==> src/rtl/bb_decim_filter.sv <==
// Boxcar (TAPS) low-pass + DECIM decimator on the I/Q rails; result registers on the accepting edge (1 clk latency).
// Never backpressures: every demod_rdy strobe not overridden by reset/sync_clr is consumed.
module bb_decim_filter #(
    parameter int DATA_W    = 9,
    parameter int LOG2_TAPS = 3,
    parameter int DECIM     = 2
) (
    input  logic                     clk,
    input  logic                     reset,
    input  logic                     sync_clr,
    input  logic signed [DATA_W-1:0] I_BB,
    input  logic signed [DATA_W-1:0] Q_BB,
    input  logic                     demod_rdy,
    output logic signed [DATA_W-1:0] I_filt,
    output logic signed [DATA_W-1:0] Q_filt,
    output logic                     filt_rdy
);

    localparam int TAPS = 1 << LOG2_TAPS;
    localparam int SW   = DATA_W + LOG2_TAPS;
    localparam int DW   = (DECIM > 1) ? $clog2(DECIM) : 1;

    typedef enum logic {FILL, RUN} state_t;

    state_t state, state_nxt;

    logic clr, accept, emit;
    logic [LOG2_TAPS-1:0] wr_ptr, fill_cnt;
    logic [DW-1:0] decim_cnt;

    logic signed [DATA_W-1:0] i_buf [TAPS];
    logic signed [DATA_W-1:0] q_buf [TAPS];
    logic signed [SW-1:0] i_sum, q_sum, i_sum_next, q_sum_next, i_rnd, q_rnd;

    assign clr    = reset | sync_clr;
    assign accept = demod_rdy & ~clr;

    // Window update: add newest sample, drop the one it overwrites.
    assign i_sum_next = i_sum + SW'(I_BB) - SW'(i_buf[wr_ptr]);
    assign q_sum_next = q_sum + SW'(Q_BB) - SW'(q_buf[wr_ptr]);
    assign i_rnd      = i_sum_next + SW'(TAPS / 2);
    assign q_rnd      = q_sum_next + SW'(TAPS / 2);

    always_ff @(posedge clk) begin
        if (clr) begin
            state <= FILL;
        end else begin
            state <= state_nxt;
        end
    end

    always_comb begin
        state_nxt = state;
        if (accept && state == FILL && fill_cnt == LOG2_TAPS'(TAPS - 1)) begin
            state_nxt = RUN;
        end
    end

    always_comb begin
        emit = 1'b0;
        if (accept) begin
            case (state)
                FILL:    emit = (fill_cnt == LOG2_TAPS'(TAPS - 1));
                RUN:     emit = (decim_cnt == DW'(DECIM - 1));
                default: emit = 1'b0;
            endcase
        end
    end

    always_ff @(posedge clk) begin
        if (clr) begin
            i_sum     <= '0;
            q_sum     <= '0;
            wr_ptr    <= '0;
            fill_cnt  <= '0;
            decim_cnt <= '0;
            I_filt    <= '0;
            Q_filt    <= '0;
            filt_rdy  <= 1'b0;
            for (int k = 0; k < TAPS; k++) begin
                i_buf[k] <= '0;
                q_buf[k] <= '0;
            end
        end else begin
            filt_rdy <= emit;
            if (accept) begin
                i_sum         <= i_sum_next;
                q_sum         <= q_sum_next;
                i_buf[wr_ptr] <= I_BB;
                q_buf[wr_ptr] <= Q_BB;
                wr_ptr        <= wr_ptr + 1'b1;
                if (state == FILL) begin
                    fill_cnt <= fill_cnt + 1'b1;
                end
                if (emit) begin
                    decim_cnt <= '0;
                end else if (state == RUN) begin
                    decim_cnt <= decim_cnt + 1'b1;
                end
            end
            if (emit) begin
                I_filt <= DATA_W'(i_rnd >>> LOG2_TAPS);
                Q_filt <= DATA_W'(q_rnd >>> LOG2_TAPS);
            end
        end
    end

endmodule
==> config.mk <==
export PLATFORM = sky130hd
export DESIGN_NAME = bb_decim_filter
export DESIGN_NICKNAME = d
export VERILOG_FILES = /design/src/rtl/bb_decim_filter.sv
export SDC_FILE = /design/constraint.sdc
export NUM_CORES = 1
export LEC_CHECK = 0
export ABC_AREA = 1
export CAP_MARGIN = 10
export CORE_MARGIN = 1
export CORE_UTILIZATION = 40
export CTS_CLUSTER_SIZE = 10
export DETAILED_ROUTE_END_ITERATION = 6
export GPL_TIMING_DRIVEN = 0
export PLACE_DENSITY = 0.52
export SYNTH_ARGS = -nofsm -noshare
export SYNTH_HDL_FRONTEND = slang
export SYNTH_SLANG_ARGS = --single-unit
==> constraint.sdc <==
create_clock -name clk -period 7.25 [get_ports clk]
set_clock_uncertainty 0.2 [all_clocks]
set_input_delay 1.0875 -clock clk [delete_from_list [all_inputs] [get_ports clk]]
set_output_delay 1.0875 -clock clk [all_outputs]
set_load 0.05 [all_outputs]
==> results.md, run 1 <==
- Drt drc: 3
- Gate Count Post-Synth: 1243
- Req. time, crit path: 7.39 ns
- Drt first pass iters: 7
- Final Critical Period: 4.69 ns
- Vias in the first global route: 8134
- # nets final: 1377
- Pwr/cell area: 259 nW/um2
- Clock tree sinks: 198
- Number of routed nets with antenna violations: 0
- Routed wire length per instance: 16.9 um
- CP bufs+invs: 5
- Vias: 8356
- Fin crit share: 64.7%
- Final hold vios: 0
- Layout cells sized above 1: 7.45%
- Max rail drop VDD: 127 uV
- Port-buffer cells: 40
- Tightest Pin Transition: 1.01 ns
- Synth async-reset ratio: 0%
- Syn nets: 1318
- Later-pin clock latency in the skew report: 0.46 ns
- Crit path depth: 19
- Via-to-Cell Ratio: 5.06
- Status: finished with violations
- First-pass GRT wire length: 44.9 mm
- Worst R2R Path Depth: 19
- Worst hold path class: reg -> reg
- CP Capture Type: register
- Overall die area: 27500 um2
- Seq pwr share: 40.6%
- Antenna Cells: 0
- Initial core utilization: 40.9%
- Dpl hpwl: 20.7 mm
- Net load switching power: 0.00113 W
- Failing checks: DRC
- GPL Wtd Cong: 0.823
- TritonCTS buffer count: 17
- Delay of the slowest critical-path stage: 0.54 ns
- # IOs: 41
- Maximum fanout along the worst path: 10
- Leakage power: 5.31 nW
- Comb power frac: 28.6%
- Worst hold stages: 2
- Hold Crit Start: fill_cnt[1]$_SDFFE_PP0P_
- Total Routing Usage GR: 21.3%
- F_max: 213 MHz
- CTS root buf: clkbuf_16
- Synth Warn #: 0
- Commonest non-fill, non-tap cell in the layout: nor2_1
- H-tree depth: 4
- Largest net degree at the start of global routing: 22
- Iter 0 DRT Violations: 531
- TritonCTS clock tree: built
- Main synth FF type: edfxtp_1
- Routed Wire Length: 27.9 mm
- RSZ-0062 raised after global routing: no
- Commonest non-fill, non-tap cells in the layout: nor2_1 (319), nand2_1 (156), inv_1 (147)
- Setup violators final: 0
- Post-CTS sizing: 0
- Sw frac: 36.1%
- Die width: 166 um
- Clock Path Buffers: 2
- Relative slew slack: 32.8%
- FF-to-FF setup slack: 2.56 ns
- Mapped cell area: 10700 um2
- Max-cap violations: 0
- Cell repeated most along the worst path: nor2_1
- Post-CTS Setup Inserts: 0
- WHS: 0.279 ns
- Crit-path cells: clkbuf_1 > clkinv_1 > clkbuf_1 > o21ai_0 > o22ai_1 > nor2_1 > a31oi_1 > fa_1 > inv_1 > fa_1 > xor2_1 > ha_1 > inv_1 > nor2_2 > nand3_2 > nor2_2 > a21oi_1 > nor2_1 > nor2_1
- Reg clk slew, reported paths: 0.08 ns
- CORE AREA: 26200 um2
- Synth unique cells: 40
- Max stage delay cell, worst path: fa_1
- Worst EP arrival: 4.83 ns
- Die height: 166 um
- Pint: 0.00201 W
- Global route overflow: 0
- Post-synth EDFFs: 144
- RR Endpoint: Q_filt[7]$_SDFFE_PP0P_
- Synth-to-layout area growth: 13.3%
- Slew Viols, Final: 0
- # hold bufs at CTS: 0
- Sequential share of the synthesized area: 50.4%
- Number of synthesized register bits: 198
- Syn Area/Cell: 8.63 um2
- Hold Path Sink: fill_cnt[1]$_SDFFE_PP0P_
- Setup TNS: 0 ns
- Rows: 59
- Startpoint class of the critical path: register
- Initial antenna violation count: 0
- Clock power frac: 30.8%
- Crit path kind: reg -> reg
- Cell family with most CP delay: buffers and inverters
worst min-delay path, stage by stage (launching register included):
cell     delay [ns]
dfxtp_1        0.32
nand3_1        0.08
nand2_1        0.04
cells by family (layout without fill, tap and decap cells):
logic type	count (synthesis)	count (layout)	synth area share [%]
AND/OR/NAND/NOR	591	591	23.6
flip-flops	198	198	50.4
AO/OA/AOI/OAI	170	170	8.76
XOR/XNOR	13	13	1.45
adder cells (fa/ha/maj)	53	53	7.72
buffers and inverters	218	290	8.03
power by group through the flow:
stage | clock (W) | combinational (W) | sequential [W]
global route | 0.00103 | 0.00102 | 0.00128
floorplan | 0 | 0.000665 | 0.00130
CTS | 0.000982 | 0.000907 | 0.00128
finish | 0.000968 | 0.000898 | 0.00128
detailed placement | 0 | 0.000901 | 0.00130
global placement | 0 | 0.000897 | 0.00130
sequential cells by signal, indices dropped and copies added (netlist names), named ones only:
signal / cells
state: 1
i_buf: 72
Q_filt: 9
I_filt: 9
q_sum: 12
wr_ptr: 3
filt_rdy: 1
fill_cnt: 3
decim_cnt: 1
q_buf: 72
i_sum: 12
how the worst max path moves through the flow:
stage / slack (ns) / end / start
detailed placement: 2.38 / I_filt[7]$_SDFFE_PP0P_ / I_BB[1]
global route: 2.16 / I_filt[5]$_SDFFE_PP0P_ / register
global placement: 2.36 / I_filt[5]$_SDFFE_PP0P_ / I_BB[1]
CTS: 2.55 / Q_filt[7]$_SDFFE_PP0P_ / register
finish: 2.56 / Q_filt[7]$_SDFFE_PP0P_ / register
floorplan: 3.58 / I_filt[7]$_SDFFE_PP0P_ / I_BB[2]
layout make-up:
class | count | area [um2]
buffer | 45 | 204
clock buffer | 17 | 425
clock inverter | 15 | 176
fill | 2575 | 14100
inverter | 173 | 657
multi-input combinational | 827 | 4460
sequential | 198 | 5410
tap | 335 | 419
timing repair buffer | 40 | 400
synth_stat cells (5+ instances only):
master | count | area, um2
inv_2 | 5 | 18.8
ha_1 | 31 | 388
nand2_2 | 18 | 113
a21oi_1 | 18 | 90.1
nor2_4 | 7 | 78.8
o21ai_0 | 98 | 490
buf_2 | 9 | 45.0
nand4_1 | 9 | 56.3
inv_1 | 147 | 552
edfxtp_1 | 144 | 4320
nor2_1 | 319 | 1200
o21ai_1 | 5 | 25.0
nand3_1 | 57 | 285
xor2_1 | 9 | 78.8
nor2_2 | 6 | 37.5
a211oi_1 | 7 | 52.6
dfxtp_1 | 54 | 1080
clkbuf_1 | 30 | 113
nand2_1 | 156 | 586
fa_1 | 22 | 440
a31oi_1 | 18 | 113
o22ai_1 | 20 | 125
clkinv_1 | 19 | 71.3
stage by stage:
step	utilization [%]	instance area, um2	worst slack (ns)	cells	total power (W)
finish	46.4	12100	2.56	1650	0.00314
floorplan	-	10700	3.58	1243	0.00196
CTS	46.4	12100	2.55	1650	0.00316
global placement	44.1	11500	2.36	1618	0.00220
detailed placement	44.1	11500	2.38	1618	0.00220
global route	46.4	12100	2.16	1650	0.00333
routing by layer:
metal | vias to the layer above | track usage (%) | share of wire, %
li1 | 4157 | - | -
met1 | 4045 | 30.2 | 49
met2 | 136 | 34.4 | 47
met3 | 18 | 2.93 | 3.3
met4 | 0 | 5.00 | 0.95
met5 | - | 0 | 0
(Power assumes the default switching activity.)
==> run 2, diff against run 1 <==
--- a/config.mk
+++ b/config.mk
@@ -12,7 +12,7 @@
 export CTS_CLUSTER_SIZE = 10
 export DETAILED_ROUTE_END_ITERATION = 6
 export GPL_TIMING_DRIVEN = 0
-export PLACE_DENSITY = 0.52
+export PLACE_DENSITY = 0.54
 export SYNTH_ARGS = -nofsm -noshare
 export SYNTH_HDL_FRONTEND = slang
 export SYNTH_SLANG_ARGS = --single-unit
==> constraint.sdc (replaced) <==
create_clock -name clk -period 3.96 [get_ports clk]
set_clock_uncertainty 0.2 [all_clocks]
set_input_delay 0.594 -clock clk [delete_from_list [all_inputs] [get_ports clk]]
set_output_delay 0.594 -clock clk [all_outputs]
set_load 0.05 [all_outputs]
==> run 2 against run 1 <==
  * The run still ends with DRC left
  * Cell count increased by 0.18%
  * Non-clock buffer count increased by 3
  * Clock power increased by 87%
  * Power is 87% higher
  * Worst hold slack worse by 0.0023 ns
  * Flip-flop and latch count unchanged
  * Register-to-register slack lost 2.3 ns
  * Via count is 1.6% lower
  * Fmax increased by 25%
  * Worst setup slack worse by 2.3 ns
  * Critical path depth is the same
  * Combinational power up 92%
  * Critical path type unchanged
  * Critical endpoint is now I_filt[5]$_SDFFE_PP0P_
  * Largest cell class unchanged
==> results.md, run 2 (same netlist as run 1, synthesis figures left out) <==
- Status: finished with violations
- Failing checks: DRC
- Routed Wire Length: 27.2 mm
- Fin crit share: 94.6%
- Die width: 166 um
- Leakage power: 5.44 nW
- GR Layer Usage met2: 33.8%
- Placed insts: 1618
- TritonCTS clock tree: built
- Overall die area: 27500 um2
- Initial core utilization: 40.9%
- Commonest non-fill, non-tap cell in the layout: nor2_1
- # hold bufs at CTS: 0
- Vias in the first global route: 8101
- Crit path kind: reg -> reg
- Via-to-Cell Ratio: 4.97
- Slew Viols, Final: 0
- Initial antenna violation count: 0
- Tightest Pin Transition: 0.999 ns
- Drt drc: 2
- Drt first pass iters: 7
- Synth-to-layout area growth: 15.6%
- Commonest non-fill, non-tap cells in the layout: nor2_1 (318), nand2_1 (154), inv_1 (146)
- Max rail drop VDD: 267 uV
- Maximum fanout along the worst path: 10
- Post-route insts no fill: 1653
- CORE AREA: 26200 um2
- Worst hold path class: reg -> reg
- Die height: 166 um
- Req. time, crit path: 4.11 ns
- Grt met3 use: 2.07%
- Clock Path Buffers: 2
- Worst hold stages: 2
- Total Routing Usage GR: 20.7%
- Worst EP arrival: 3.89 ns
- H-tree depth: 4
- Number of routed nets with antenna violations: 0
- GPL Wtd Cong: 0.849
- Min setup slack post-route: 0.215 ns
- Relative slew slack: 33.2%
- Later-pin clock latency in the skew report: 0.45 ns
- Startpoint class of the critical path: register
- Top Registers: i_buf (72), q_buf (72)
- Final Critical Period: 3.74 ns
- Dpl hpwl: 20.0 mm
- Setup violators final: 0
- Rows: 59
- Clock tree sinks: 198
- Iter 0 DRT Violations: 538
- Pwr/cell area: 473 nW/um2
- Worst R2R Path Depth: 19
- Final hold vios: 0
- Layer with the highest usage: met2
- RSZ-0062 raised after global routing: yes
- Layout cells sized above 1: 11.2%
- Largest net degree at the start of global routing: 23
- # nets final: 1380
- Setup WS pre-CTS: -0.702 ns
- # IOs: 41
- Antenna Cells: 0
- CTS root buf: clkbuf_16
- M1 GR Usage: 28.9%
- First-pass GRT wire length: 44.0 mm
- CP Capture Type: register
- TritonCTS buffer count: 17
- Global route overflow: 0
- F_max: 267 MHz
- Vias: 8222
- Routed wire length per instance: 16.4 um
- Port-buffer cells: 40
- Max-cap violations: 0
- Reg clk slew, reported paths: 0.08 ns
==> run 2: area by class of cell <==
cell class / instances / area (um2)
plain buffers: 43 / 299
clock buffers: 17 / 425
clock inverters: 15 / 196
fillers: 2529 / 13800
inverters: 173 / 667
multi-input cells: 827 / 4550
flip-flops and latches: 198 / 5410
well taps: 335 / 419
repair buffers: 45 / 435
==> run 2: power breakdown <==
group | internal, W | switching [W]
Clock | 0.000870 | 0.000942
Combinational | 0.000568 | 0.00115
Sequential | 0.00231 | 0.0000297
Total | 0.00374 | 0.00213
==> run 2: worst paths after layout <==
kind | start | endpoint | slack [ns]
setup / recovery | register | I_filt[5]$_SDFFE_PP0P_ | 0.22
hold / removal | fill_cnt[1]$_SDFFE_PP0P_ | fill_cnt[1]$_SDFFE_PP0P_ | 0.28
hold reg to reg | fill_cnt[1]$_SDFFE_PP0P_ | fill_cnt[1]$_SDFFE_PP0P_ | 0.28
setup reg to reg | register | I_filt[5]$_SDFFE_PP0P_ | 0.22
==> run 2: layer usage <==
| metal | up-vias | part of all wire, % |
|---|---|---|
| met5 | - | 0 |
| met2 | 109 | 46 |
| li1 | 4174 | - |
| met3 | 37 | 2.6 |
| met4 | 0 | 1.9 |
| met1 | 3902 | 49 |
==> run 2: repair_timing <==
item                                    4_1_cts  5_1_grt
pin swaps                                     0        5
endpoints found under the setup margin       34       16
cloned                                        0        0
setup buffers                                 1        4
resized for setup                            32       71
==> run 2: critical path, stage by stage (launching register included) <==
cell and delay, ns:
dfxtp_4 0.44, clkbuf_4 0.26, nor2_1 0.07, nor2_1 0.09, o21ai_0 0.09, a31oi_1 0.26
fa_1 0.46, inv_1 0.07, ha_2 0.31, nand2_1 0.10, nand3_1 0.14, xor2_2 0.26
ha_2 0.23, inv_1 0.06, nor2_4 0.12, nand3_2 0.10, o21ai_0 0.16, nand3_1 0.10
nand2_1 0.07, inv_1 0.04
==> run 2: per-stage QoR <==
stage / setup TNS, ns / total power [W] / hold WS [ns] / util [%] / instance area, um2
floorplan: 0 / 0.00359 / 0.243 / - / 10700
global placement: -18.32 / 0.00401 / 0.256 / 44.1 / 11500
detailed placement: -19.04 / 0.00402 / 0.267 / 44.1 / 11500
CTS: 0 / 0.00584 / 0.278 / 46.6 / 12200
global route: -0.0362 / 0.00622 / 0.299 / 47.3 / 12400
finish: 0 / 0.00587 / 0.276 / 47.3 / 12400
